--- src/rtl/dma_timing_ctrl_pkg.sv ---
// DMA timing controller shared types.
// State, transfer encodings and bus output bundle.
package DmaPackage;

  typedef enum logic [2:0] {
    SI, S0, S1, S2, S3, SW, S4
  } dmaState_t;

  typedef enum logic [1:0] {
    XferVerify = 2'b00,
    XferWrite  = 2'b01,
    XferRead   = 2'b10
  } xferType_t;

  typedef enum logic [1:0] {
    ModeDemand = 2'b00,
    ModeSingle = 2'b01,
    ModeBlock  = 2'b10
  } xferMode_t;

  typedef struct packed {
    logic memrN;
    logic memwN;
    logic iorN;
    logic iowN;
  } strobes_t;

  typedef struct packed {
    logic     hrq;
    logic     aen;
    logic     adstb;
    logic [3:0] dack;
    strobes_t stb;
    logic     upd;
    logic     eopN;
    logic     done;
  } busOut_t;

  localparam strobes_t StbIdle = '{
    memrN: 1'b1, memwN: 1'b1,
    iorN: 1'b1, iowN: 1'b1
  };

  localparam busOut_t IdleOut = '{
    hrq: 1'b0, aen: 1'b0,
    adstb: 1'b0, dack: 4'b0000,
    stb: StbIdle, upd: 1'b0,
    eopN: 1'b1, done: 1'b0
  };

  function automatic xferType_t normType(
    input logic [1:0] t
  );
    xferType_t r;
    case (t)
      2'b01:   r = XferWrite;
      2'b10:   r = XferRead;
      default: r = XferVerify;
    endcase
    return r;
  endfunction

  // The unused mode code falls back to single-transfer behaviour.
  function automatic xferMode_t normMode(
    input logic [1:0] m
  );
    xferMode_t r;
    case (m)
      2'b00:   r = ModeDemand;
      2'b10:   r = ModeBlock;
      default: r = ModeSingle;
    endcase
    return r;
  endfunction

  function automatic logic [3:0] chOneHot(
    input logic [1:0] ch
  );
    return 4'b0001 << ch;
  endfunction

  function automatic strobes_t rdStb(
    input xferType_t t
  );
    strobes_t s;
    s = StbIdle;
    case (t)
      XferWrite: s.iorN = 1'b0;
      XferRead:  s.memrN = 1'b0;
      default:   s = StbIdle;
    endcase
    return s;
  endfunction

  function automatic strobes_t wrStb(
    input xferType_t t
  );
    strobes_t s;
    s = StbIdle;
    case (t)
      XferWrite: s.memwN = 1'b0;
      XferRead:  s.iowN = 1'b0;
      default:   s = StbIdle;
    endcase
    return s;
  endfunction

endpackage

--- src/rtl/dma_timing_ctrl_if.sv ---
// DMA timing controller request / bus interface.
// master: controller side, slave: priority logic, CPU and bus side.
interface dma_timing_ctrl_if;

  logic       req_valid;
  logic [1:0] req_ch;
  logic       dreq_active;
  logic [1:0] xfer_type;
  logic [1:0] xfer_mode;
  logic       HLDA;
  logic       READY;
  logic       EOP_N_in;
  logic       tc;

  logic       HRQ;
  logic       AEN;
  logic       ADSTB;
  logic [3:0] DACK;
  logic       MEMR_N;
  logic       MEMW_N;
  logic       IOR_N;
  logic       IOW_N;
  logic       upd;
  logic       EOP_N_out;
  logic       done;
  logic [1:0] done_ch;

  modport master (
    input  req_valid, req_ch,
    input  dreq_active,
    input  xfer_type, xfer_mode,
    input  HLDA, READY,
    input  EOP_N_in, tc,
    output HRQ, AEN, ADSTB, DACK,
    output MEMR_N, MEMW_N,
    output IOR_N, IOW_N,
    output upd, EOP_N_out,
    output done, done_ch
  );

  modport slave (
    output req_valid, req_ch,
    output dreq_active,
    output xfer_type, xfer_mode,
    output HLDA, READY,
    output EOP_N_in, tc,
    input  HRQ, AEN, ADSTB, DACK,
    input  MEMR_N, MEMW_N,
    input  IOR_N, IOW_N,
    input  upd, EOP_N_out,
    input  done, done_ch
  );

endinterface

--- src/rtl/dma_timing_ctrl.sv ---
// DMA timing controller: SI/S0..S4/SW transfer FSM.
// Outputs are registered alongside the state they belong to.
module dma_timing_ctrl
  import DmaPackage::*;
(
  input logic CLK,
  input logic RESET,
  dma_timing_ctrl_if.master bus
);

  dmaState_t  state;
  logic [1:0] ch;
  xferType_t  xType;
  xferMode_t  xMode;
  logic       eopLat;
  busOut_t    out;
  logic [1:0] doneCh;
  logic       termNow;

  // Termination is decided on the edge into S4 so EOP/done line up with upd.
  assign termNow = bus.tc | eopLat | ~bus.EOP_N_in;

  always_ff @(posedge CLK) begin
    if (RESET) begin
      state  <= SI;
      ch     <= 2'b00;
      xType  <= XferVerify;
      xMode  <= ModeSingle;
      eopLat <= 1'b0;
      out    <= IdleOut;
      doneCh <= 2'b00;
    end else begin
      out.upd   <= 1'b0;
      out.done  <= 1'b0;
      out.eopN  <= 1'b1;
      out.adstb <= 1'b0;
      unique case (state)
        SI: begin
          eopLat <= 1'b0;
          out    <= IdleOut;
          if (bus.req_valid) begin
            ch      <= bus.req_ch;
            xType   <= normType(bus.xfer_type);
            xMode   <= normMode(bus.xfer_mode);
            state   <= S0;
            out.hrq <= 1'b1;
          end
        end
        S0: begin
          if (bus.HLDA) begin
            state     <= S1;
            out.aen   <= 1'b1;
            out.adstb <= 1'b1;
          end
        end
        S1: begin
          if (!bus.HLDA) begin
            state <= SI;
            out   <= IdleOut;
          end else begin
            state    <= S2;
            out.dack <= chOneHot(ch);
            out.stb  <= rdStb(xType);
          end
        end
        S2: begin
          if (!bus.HLDA) begin
            state <= SI;
            out   <= IdleOut;
          end else begin
            eopLat  <= eopLat | ~bus.EOP_N_in;
            state   <= S3;
            out.stb <= rdStb(xType) & wrStb(xType);
          end
        end
        S3, SW: begin
          if (!bus.HLDA) begin
            state <= SI;
            out   <= IdleOut;
          end else if (!bus.READY) begin
            eopLat <= eopLat | ~bus.EOP_N_in;
            state  <= SW;
          end else begin
            state    <= S4;
            out.stb  <= StbIdle;
            out.upd  <= 1'b1;
            out.done <= termNow;
            out.eopN <= ~termNow;
            if (termNow) doneCh <= ch;
          end
        end
        S4: begin
          if (out.done) begin
            state <= SI;
            out   <= IdleOut;
          end else if (xMode == ModeBlock ||
                       (xMode == ModeDemand &&
                        bus.dreq_active)) begin
            state     <= S1;
            out.adstb <= 1'b1;
            out.dack  <= 4'b0000;
          end else begin
            state <= SI;
            out   <= IdleOut;
          end
        end
        default: begin
          state <= SI;
          out   <= IdleOut;
        end
      endcase
    end
  end

  assign bus.HRQ       = out.hrq;
  assign bus.AEN       = out.aen;
  assign bus.ADSTB     = out.adstb;
  assign bus.DACK      = out.dack;
  assign bus.MEMR_N    = out.stb.memrN;
  assign bus.MEMW_N    = out.stb.memwN;
  assign bus.IOR_N     = out.stb.iorN;
  assign bus.IOW_N     = out.stb.iowN;
  assign bus.upd       = out.upd;
  assign bus.EOP_N_out = out.eopN;
  assign bus.done      = out.done;
  assign bus.done_ch   = doneCh;

endmodule
--- src/flat_wrapper.sv ---
// flat-port wrapper written by rule: the top's interface ports become plain ports
module dma_timing_ctrl_flat import DmaPackage::*;
  (CLK, RESET, bus_req_valid, bus_req_ch, bus_dreq_active, bus_xfer_type, bus_xfer_mode, bus_HLDA, bus_READY, bus_EOP_N_in, bus_tc, bus_HRQ, bus_AEN, bus_ADSTB, bus_DACK, bus_MEMR_N, bus_MEMW_N, bus_IOR_N, bus_IOW_N, bus_upd, bus_EOP_N_out, bus_done, bus_done_ch);
  dma_timing_ctrl_if bus_i ();
  input logic CLK;
  input logic RESET;
  input wire logic [$bits(bus_i.req_valid)-1:0] bus_req_valid;
  input wire logic [$bits(bus_i.req_ch)-1:0] bus_req_ch;
  input wire logic [$bits(bus_i.dreq_active)-1:0] bus_dreq_active;
  input wire logic [$bits(bus_i.xfer_type)-1:0] bus_xfer_type;
  input wire logic [$bits(bus_i.xfer_mode)-1:0] bus_xfer_mode;
  input wire logic [$bits(bus_i.HLDA)-1:0] bus_HLDA;
  input wire logic [$bits(bus_i.READY)-1:0] bus_READY;
  input wire logic [$bits(bus_i.EOP_N_in)-1:0] bus_EOP_N_in;
  input wire logic [$bits(bus_i.tc)-1:0] bus_tc;
  output wire logic [$bits(bus_i.HRQ)-1:0] bus_HRQ;
  output wire logic [$bits(bus_i.AEN)-1:0] bus_AEN;
  output wire logic [$bits(bus_i.ADSTB)-1:0] bus_ADSTB;
  output wire logic [$bits(bus_i.DACK)-1:0] bus_DACK;
  output wire logic [$bits(bus_i.MEMR_N)-1:0] bus_MEMR_N;
  output wire logic [$bits(bus_i.MEMW_N)-1:0] bus_MEMW_N;
  output wire logic [$bits(bus_i.IOR_N)-1:0] bus_IOR_N;
  output wire logic [$bits(bus_i.IOW_N)-1:0] bus_IOW_N;
  output wire logic [$bits(bus_i.upd)-1:0] bus_upd;
  output wire logic [$bits(bus_i.EOP_N_out)-1:0] bus_EOP_N_out;
  output wire logic [$bits(bus_i.done)-1:0] bus_done;
  output wire logic [$bits(bus_i.done_ch)-1:0] bus_done_ch;
  assign bus_i.req_valid = bus_req_valid;
  assign bus_i.req_ch = bus_req_ch;
  assign bus_i.dreq_active = bus_dreq_active;
  assign bus_i.xfer_type = bus_xfer_type;
  assign bus_i.xfer_mode = bus_xfer_mode;
  assign bus_i.HLDA = bus_HLDA;
  assign bus_i.READY = bus_READY;
  assign bus_i.EOP_N_in = bus_EOP_N_in;
  assign bus_i.tc = bus_tc;
  assign bus_HRQ = bus_i.HRQ;
  assign bus_AEN = bus_i.AEN;
  assign bus_ADSTB = bus_i.ADSTB;
  assign bus_DACK = bus_i.DACK;
  assign bus_MEMR_N = bus_i.MEMR_N;
  assign bus_MEMW_N = bus_i.MEMW_N;
  assign bus_IOR_N = bus_i.IOR_N;
  assign bus_IOW_N = bus_i.IOW_N;
  assign bus_upd = bus_i.upd;
  assign bus_EOP_N_out = bus_i.EOP_N_out;
  assign bus_done = bus_i.done;
  assign bus_done_ch = bus_i.done_ch;
  dma_timing_ctrl u_core (.CLK(CLK), .RESET(RESET), .bus(bus_i));
endmodule
--- config.mk ---
export PLATFORM = sky130hd
export DESIGN_NAME = dma_timing_ctrl_flat
export DESIGN_NICKNAME = d
export VERILOG_FILES = /design/src/rtl/dma_timing_ctrl_pkg.sv /design/src/rtl/dma_timing_ctrl_if.sv /design/src/rtl/dma_timing_ctrl.sv /design/src/flat_wrapper.sv
export SDC_FILE = /design/constraint.sdc
export NUM_CORES = 1
export LEC_CHECK = 0
export CAP_MARGIN = 20
export CORE_MARGIN = 3
export CORE_UTILIZATION = 50
export CTS_BUF_LIST = sky130_fd_sc_hd__clkbuf_16
export DETAILED_ROUTE_END_ITERATION = 7
export PLACE_DENSITY = 0.87
export SLEW_MARGIN = 20
export SYNTH_ARGS = -nofsm -noshare
export SYNTH_HDL_FRONTEND = slang
export SYNTH_SLANG_ARGS = --single-unit
--- constraint.sdc ---
create_clock -name CLK -period 3.4 [get_ports CLK]
set_input_delay 0.51 -clock CLK [delete_from_list [all_inputs] [get_ports CLK]]
set_output_delay 0.51 -clock CLK [all_outputs]
set_load 0.02 [all_outputs]
==> flow_summary.yaml, run 1 <==
clock_network:
  cts-buffers-inserted: 3
  cts_setup_buffers: 0
  cts_buffer_depth: 2
  clkSlewWorstSetupHoldPaths_ns: 0.06
  clk_latency_ns: 0.25
  cts_tree: "built"
  ctsHoldBuffers: 0
  cts.sinks: 26
  cts-root-buf: "clkbuf_16"
  cts.htree.levels: 1
  cts_resized: 0
synth:
  synthTopCellsByCount: "dfxtp_1, nor2_1, nand2_1, nand3b_1, a21oi_1"
  synth_nets: 148
  synth_most_common_cell: "dfxtp_1"
  synth.top_cell.area_share_pct: 41.1
  synth_area_sq_um: 1270
  ys_seq_elements: 26
  yosysTopAreaCell: "dfxtp_1"
  ys_warn_count: 0
  async_reset_ff_share_pct: 0
  synth_edf_count: 0
  synth_seq_area_share_pct: 41.1
  syn-instance-count: 134
  synth_flop_cell: "dfxtp_1"
  synthTopCellsByArea: "dfxtp_1, nand3b_1, nor2_1"
  synth_cell_types: 43
  syn_area_per_cell_sq_um: 9.46
timing:
  rsz0062_at_grt: "false"
  fin_crit_sh_pct: 59.0
  finalMaxSlewViolations: 0
  setup_viol: 0
  fin_skew_ns: 0.00203
  worst_slack_ns: 1.39
  tightest_slew_ns: 0.869
  max_freq_mhz: 498
  layout_min_cycle_time_ns: 2.01
  hold_violations: 0
  relSlewSlack_pct: 42.0
  timing.setup.tns_ns: 0
worst_setup_path:
  slowest_stage: "clkdlybuf4s50_1"
  end_kind: "flop"
  rr_worst_depth: 3
  cp-startpoint: "bus_HLDA"
  rrSetupSlack_ns: 1.59
  crit_chain: "clkdlybuf4s50_1, nand2_1, o21a_1, or3_1, a31o_1"
  cp.required_ns: 3.55
  critical_path_class: "in2reg"
  arrival_ns: 2.16
  slowest_delay_ns: 0.71
  worstSetupEndpoint: "u_core.bus.IOR_N$_SDFFE_PP1P_"
  r2r-end: "u_core.bus.IOW_N$_SDFFE_PP1P_"
  path_max_fanout: 10
  startpoint_type: "input port"
  reg2reg_from: "u_core.state[1]$_SDFFE_PP0P_"
hold_path:
  whs_path_depth: 2
  hold_class: "reg2reg"
floorplanning:
  initial_core_util_pct: 55.2
  fp.dieH_um: 56.4
  io_pins: 30
  dieArea_sq_um: 3180
  core_sq_um: 2300
  die_w_um: 56.4
  std_cell_rows: 17
drt:
  drc_errors: 0
  routed_wl_um: 2970
  ant_nets: 0
  dr.pass1.iters: 5
  drt_iter0_markers: 23
  num_vias: 1093
  viasPerCell: 5.84
  wl_per_cell_um: 15.9
pwr:
  fin_total_pwr_uw: 909
  powerDensity_nw_per_um2: 563
  vdd_drop_max_mv: 0.359
  power.leakage_nw: 0.566
final_layout:
  nNetsFinal: 174
  n_antenna_cell: 0
  area_growth_pct: 27.3
  drive_above_1_share_pct: 7.55
  design_area_sq_um: 1610
place:
  dp_hpwl_um: 2020
  placed_area_sq_um: 1540
  place.gp.congestion: 0.896
  post-place-ws_ns: 1.17
  io_buffer_count: 29
global_route:
  antenna_found_initial: 0
  grt_usage_pct: 19.4
  grt_max_degree: 26
  grt_pass1_wl_um: 5000
  grt-ovfl-total: 0
  grt_pass1_vias: 1108
status:
  outcome: "finished clean"
run:
  maxCapViolations: 0
worst max-delay path, delay by kind of cell:
family          cells  cell delay, ns
buf+inv             1            0.71
compound gates      2            0.41
simple gates        2            0.52
power by group:
group          internal (mW)  switching [mW]  leakage [nW]
Combinational          0.114           0.131         0.316
Clock                  0.157           0.102        0.0385
Sequential             0.335          0.0691         0.211
Total                  0.606           0.302         0.566
cells by family (layout without fill, tap and decap cells):
logic type	count (synthesis)	after routing	share of synthesized area [%]
buffers and inverters	13	38	6.32
AOI/OAI and AO/OA	31	31	18.8
and+or+nand+nor	59	59	29.9
DFF	26	26	41.1
muxes	5	5	3.95
cell type report:
cell class	instances	area, sq um
clock buffer	3	75.1
clock inverter	1	3.75
fill	172	683
inverter	4	15.0
multi-input combinational	95	667
sequential	26	520
tap	28	35.0
timing repair buffer	30	298
worst min-delay path by stage:
| stage | startpoint | endpoint | slack (ns) |
|---|---|---|---|
| after floorplan | u_core.xMode[1]$_SDFFE_PP0P_ | u_core.xMode[1]$_SDFFE_PP0P_ | 0.43 |
| after global placement | u_core.xMode[1]$_SDFFE_PP0P_ | u_core.xMode[1]$_SDFFE_PP0P_ | 0.44 |
| final | u_core.xMode[1]$_SDFFE_PP0P_ | u_core.xMode[1]$_SDFFE_PP0P_ | 0.46 |
| after CTS | u_core.xMode[1]$_SDFFE_PP0P_ | u_core.xMode[1]$_SDFFE_PP0P_ | 0.47 |
| after detailed placement | u_core.xMode[1]$_SDFFE_PP0P_ | u_core.xMode[1]$_SDFFE_PP0P_ | 0.46 |
| after global routing | u_core.eopLat$_SDFFE_PP0P_ | u_core.eopLat$_SDFFE_PP0P_ | 0.50 |
cells in the final DEF, fill, tap and decap left out, types with 2 or more instances in the layout:
master / n
clkdlybuf4s50_1: 29
dfxtp_1: 26
nor2_1: 16
nand2_1: 11
nand3b_1: 10
a21oi_1: 8
mux2i_1: 5
inv_1: 4
or3_1: 3
nand4b_1: 3
nand3_1: 3
clkbuf_16: 3
nor2b_1: 2
nor4b_1: 2
a31o_1: 2
o32ai_1: 2
a32o_1: 2
o22ai_1: 2
a22o_1: 2
registers in the layout, summed over array words and instances, names as in the netlist:
| signal | cells |
|---|---|
| u_core.bus.IOW_N | 1 |
| u_core.bus.done | 1 |
| u_core.bus.MEMW_N | 1 |
| u_core.ch | 2 |
| u_core.bus.ADSTB | 1 |
| u_core.eopLat | 1 |
| u_core.bus.done_ch | 2 |
| u_core.xType | 2 |
| u_core.bus.EOP_N_out | 1 |
| u_core.bus.HRQ | 1 |
| u_core.xMode | 2 |
| u_core.bus.IOR_N | 1 |
| u_core.bus.AEN | 1 |
| u_core.bus.DACK | 4 |
| u_core.state | 3 |
| u_core.bus.MEMR_N | 1 |
| u_core.bus.upd | 1 |
stage by stage:
step	hold WS (ns)	std cells	utilization, %
detailed placement	0.459	183	66.8
finish	0.462	187	70.3
floorplan	0.429	134	-
global placement	0.443	183	66.8
global route	0.499	187	70.3
CTS	0.467	187	70.3
metal layers:
metal  track usage, %  vias to the layer above  share of wire (%)
li1                 -                      544                  -
met2             35.6                       24                 53
met5                0                        -                  0
met1             24.1                      525                 43
met3             2.99                        0                3.6
met4             3.39                        0                  0
Note: power is estimated with default switching activity, not from simulation.
==> run 2, diff against run 1 <==
--- a/config.mk
+++ b/config.mk
@@ -7,10 +7,10 @@
 export LEC_CHECK = 0
 export CAP_MARGIN = 20
 export CORE_MARGIN = 3
-export CORE_UTILIZATION = 50
+export CORE_UTILIZATION = 44
 export CTS_BUF_LIST = sky130_fd_sc_hd__clkbuf_16
 export DETAILED_ROUTE_END_ITERATION = 7
-export PLACE_DENSITY = 0.87
+export PLACE_DENSITY = 0.82
 export SLEW_MARGIN = 20
 export SYNTH_ARGS = -nofsm -noshare
 export SYNTH_HDL_FRONTEND = slang
==> constraint.sdc (replaced) <==
create_clock -name CLK -period 1.7 [get_ports CLK]
set_input_delay 0.255 -clock CLK [delete_from_list [all_inputs] [get_ports CLK]]
set_output_delay 0.255 -clock CLK [all_outputs]
set_load 0.02 [all_outputs]
==> flow_summary.yaml, run 2 (synthesis results as in run 1) <==
global_route:
  grt_pass1_vias: 1118
  grt-ovfl-total: 0
  grt_usage_pct: 19.9
  antenna_found_initial: 0
  grt_pass1_wl_um: 5290
  grt_max_degree: 16
floorplanning:
  die_w_um: 59.7
  core_sq_um: 2610
  std_cell_rows: 18
  initial_core_util_pct: 48.5
  dieArea_sq_um: 3560
  io_pins: 30
  fp.dieH_um: 59.7
final_layout:
  drive_above_1_share_pct: 14.6
  n_antenna_cell: 0
  nNetsFinal: 186
  area_growth_pct: 36.7
  mostFrequentLayoutCells: "clkdlybuf4s50_1, dfxtp_1, nor2_1"
  largest_register_ffs: 4
  layout_commonest_cell: "clkdlybuf4s50_1"
drt:
  dr.pass1.iters: 4
  drt_iter0_markers: 31
  ant_nets: 0
  num_vias: 1162
  wl_per_cell_um: 15.5
  routed_wl_um: 3110
  viasPerCell: 5.78
  drc_errors: 0
pwr:
  intPower_mw: 1.41
  powerDensity_nw_per_um2: 1170
  p_clk_share_pct: 33.9
  switchingPower_uw: 624
  power.leakage_nw: 0.637
  p_seq_share_pct: 37.9
  vdd_drop_max_mv: 0.941
  power_frac_comb_pct: 28.2
  netSwitchingFraction_pct: 30.7
worst_setup_path:
  path_max_fanout: 7
  cp.required_ns: 1.84
  end_kind: "flop"
  startpoint_type: "flop"
  slowest_stage: "dfxtp_1"
  arrival_ns: 1.71
  crit_family: "flip-flops"
  crit_chain: "o21ai_0, nor4_4, o21ai_1, mux2i_1"
  crit_buf_inv: 0
  slowest_delay_ns: 0.53
  critical_path_class: "reg2reg"
timing:
  worst_slack_ns: 0.135
  fin_skew_ns: 0.00223
  layout_min_cycle_time_ns: 1.57
  tightest_slew_ns: 0.489
  finalMaxSlewViolations: 0
  timing.setup.tns_ns: 0
  hold_violations: 0
  rsz0062_at_grt: "false"
  relSlewSlack_pct: 67.3
  setup_viol: 0
  fin_crit_sh_pct: 92.1
  max_freq_mhz: 639
  hold_ws_ns: 0.465
clock_network:
  cts.sinks: 26
  cts_setup_buffers: 0
  cts-root-buf: "clkbuf_16"
  clkSlewWorstSetupHoldPaths_ns: 0.06
  cts_resized: 0
  cts_tree: "built"
  clk_latency_ns: 0.26
  cts_buffer_depth: 2
  cts-buffers-inserted: 3
  ctsHoldBuffers: 0
  cts.htree.levels: 1
place:
  io_buffer_count: 29
  dp_hpwl_um: 2310
  post-place-ws_ns: 0.0157
  place.gp.congestion: 0.870
run:
  maxCapViolations: 0
status:
  outcome: "finished clean"
hold_path:
  hold_class: "reg2reg"
-- run 2: changes by cell type in the layout (fill, tap and decap cells not counted), sizes merged --
cell	change
clkinv	-1
bufinv	+1
buf	+12
-- run 2: per-stage QoR --
| step | cells | cell area [sq um] | utilization [%] | power (mW) |
|---|---|---|---|---|
| floorplan | 134 | 1270 | - | 1.20 |
| global placement | 197 | 1630 | 62.3 | 1.34 |
| detailed placement | 197 | 1630 | 62.3 | 1.35 |
| CTS | 201 | 1730 | 66.3 | 2.04 |
| global route | 201 | 1730 | 66.3 | 2.13 |
| finish | 201 | 1730 | 66.3 | 2.03 |
-- run 2: power by group through the flow --
stage	clock network (mW)	logic (mW)	registers, mW
final	0.688	0.573	0.769
after detailed placement	0	0.568	0.781
after global routing	0.715	0.631	0.783
after global placement	0	0.559	0.778
after floorplan	0	0.445	0.750
after CTS	0.696	0.572	0.767
-- run 2: cell type report --
cell class                 instances  area [sq um]
tap                               30          37.5
clock inverter                     1          30.0
inverter                           4          15.0
clock buffer                       3          75.1
multi-input combinational         95           667
sequential                        26           520
timing repair buffer              42           388
fill                             210           880
-- run 2: final timing paths --
kind / slack, ns / cells past startpoint / start / endpoint
worst max-delay path: 0.13 / 4 / u_core.state[2]$_SDFFE_PP0P_ / u_core.bus.MEMW_N$_SDFFE_PP1P_
worst max register to register: 0.13 / 4 / u_core.state[2]$_SDFFE_PP0P_ / u_core.bus.MEMW_N$_SDFFE_PP1P_
worst min-delay path: 0.47 / 2 / u_core.xMode[1]$_SDFFE_PP0P_ / u_core.xMode[1]$_SDFFE_PP0P_
worst min register to register: 0.47 / 2 / u_core.xMode[1]$_SDFFE_PP0P_ / u_core.xMode[1]$_SDFFE_PP0P_
-- run 2: metal layers --
metal  track usage, %  part of all wire (%)  routed length, um  up-vias
li1                 -                     -                  -      563
met1             26.2                    44               1360      558
met2             31.9                    50               1540       36
met3             3.46                   4.7                147        5
met4             8.54                   1.9                 58        0
met5                0                     0                  0        -
-- run 2: tightest hold or removal path, stage by stage (launching register included) --
cell and delay [ns]:
dfxtp_1 0.32, nand2_1 0.05, a21oi_1 0.05
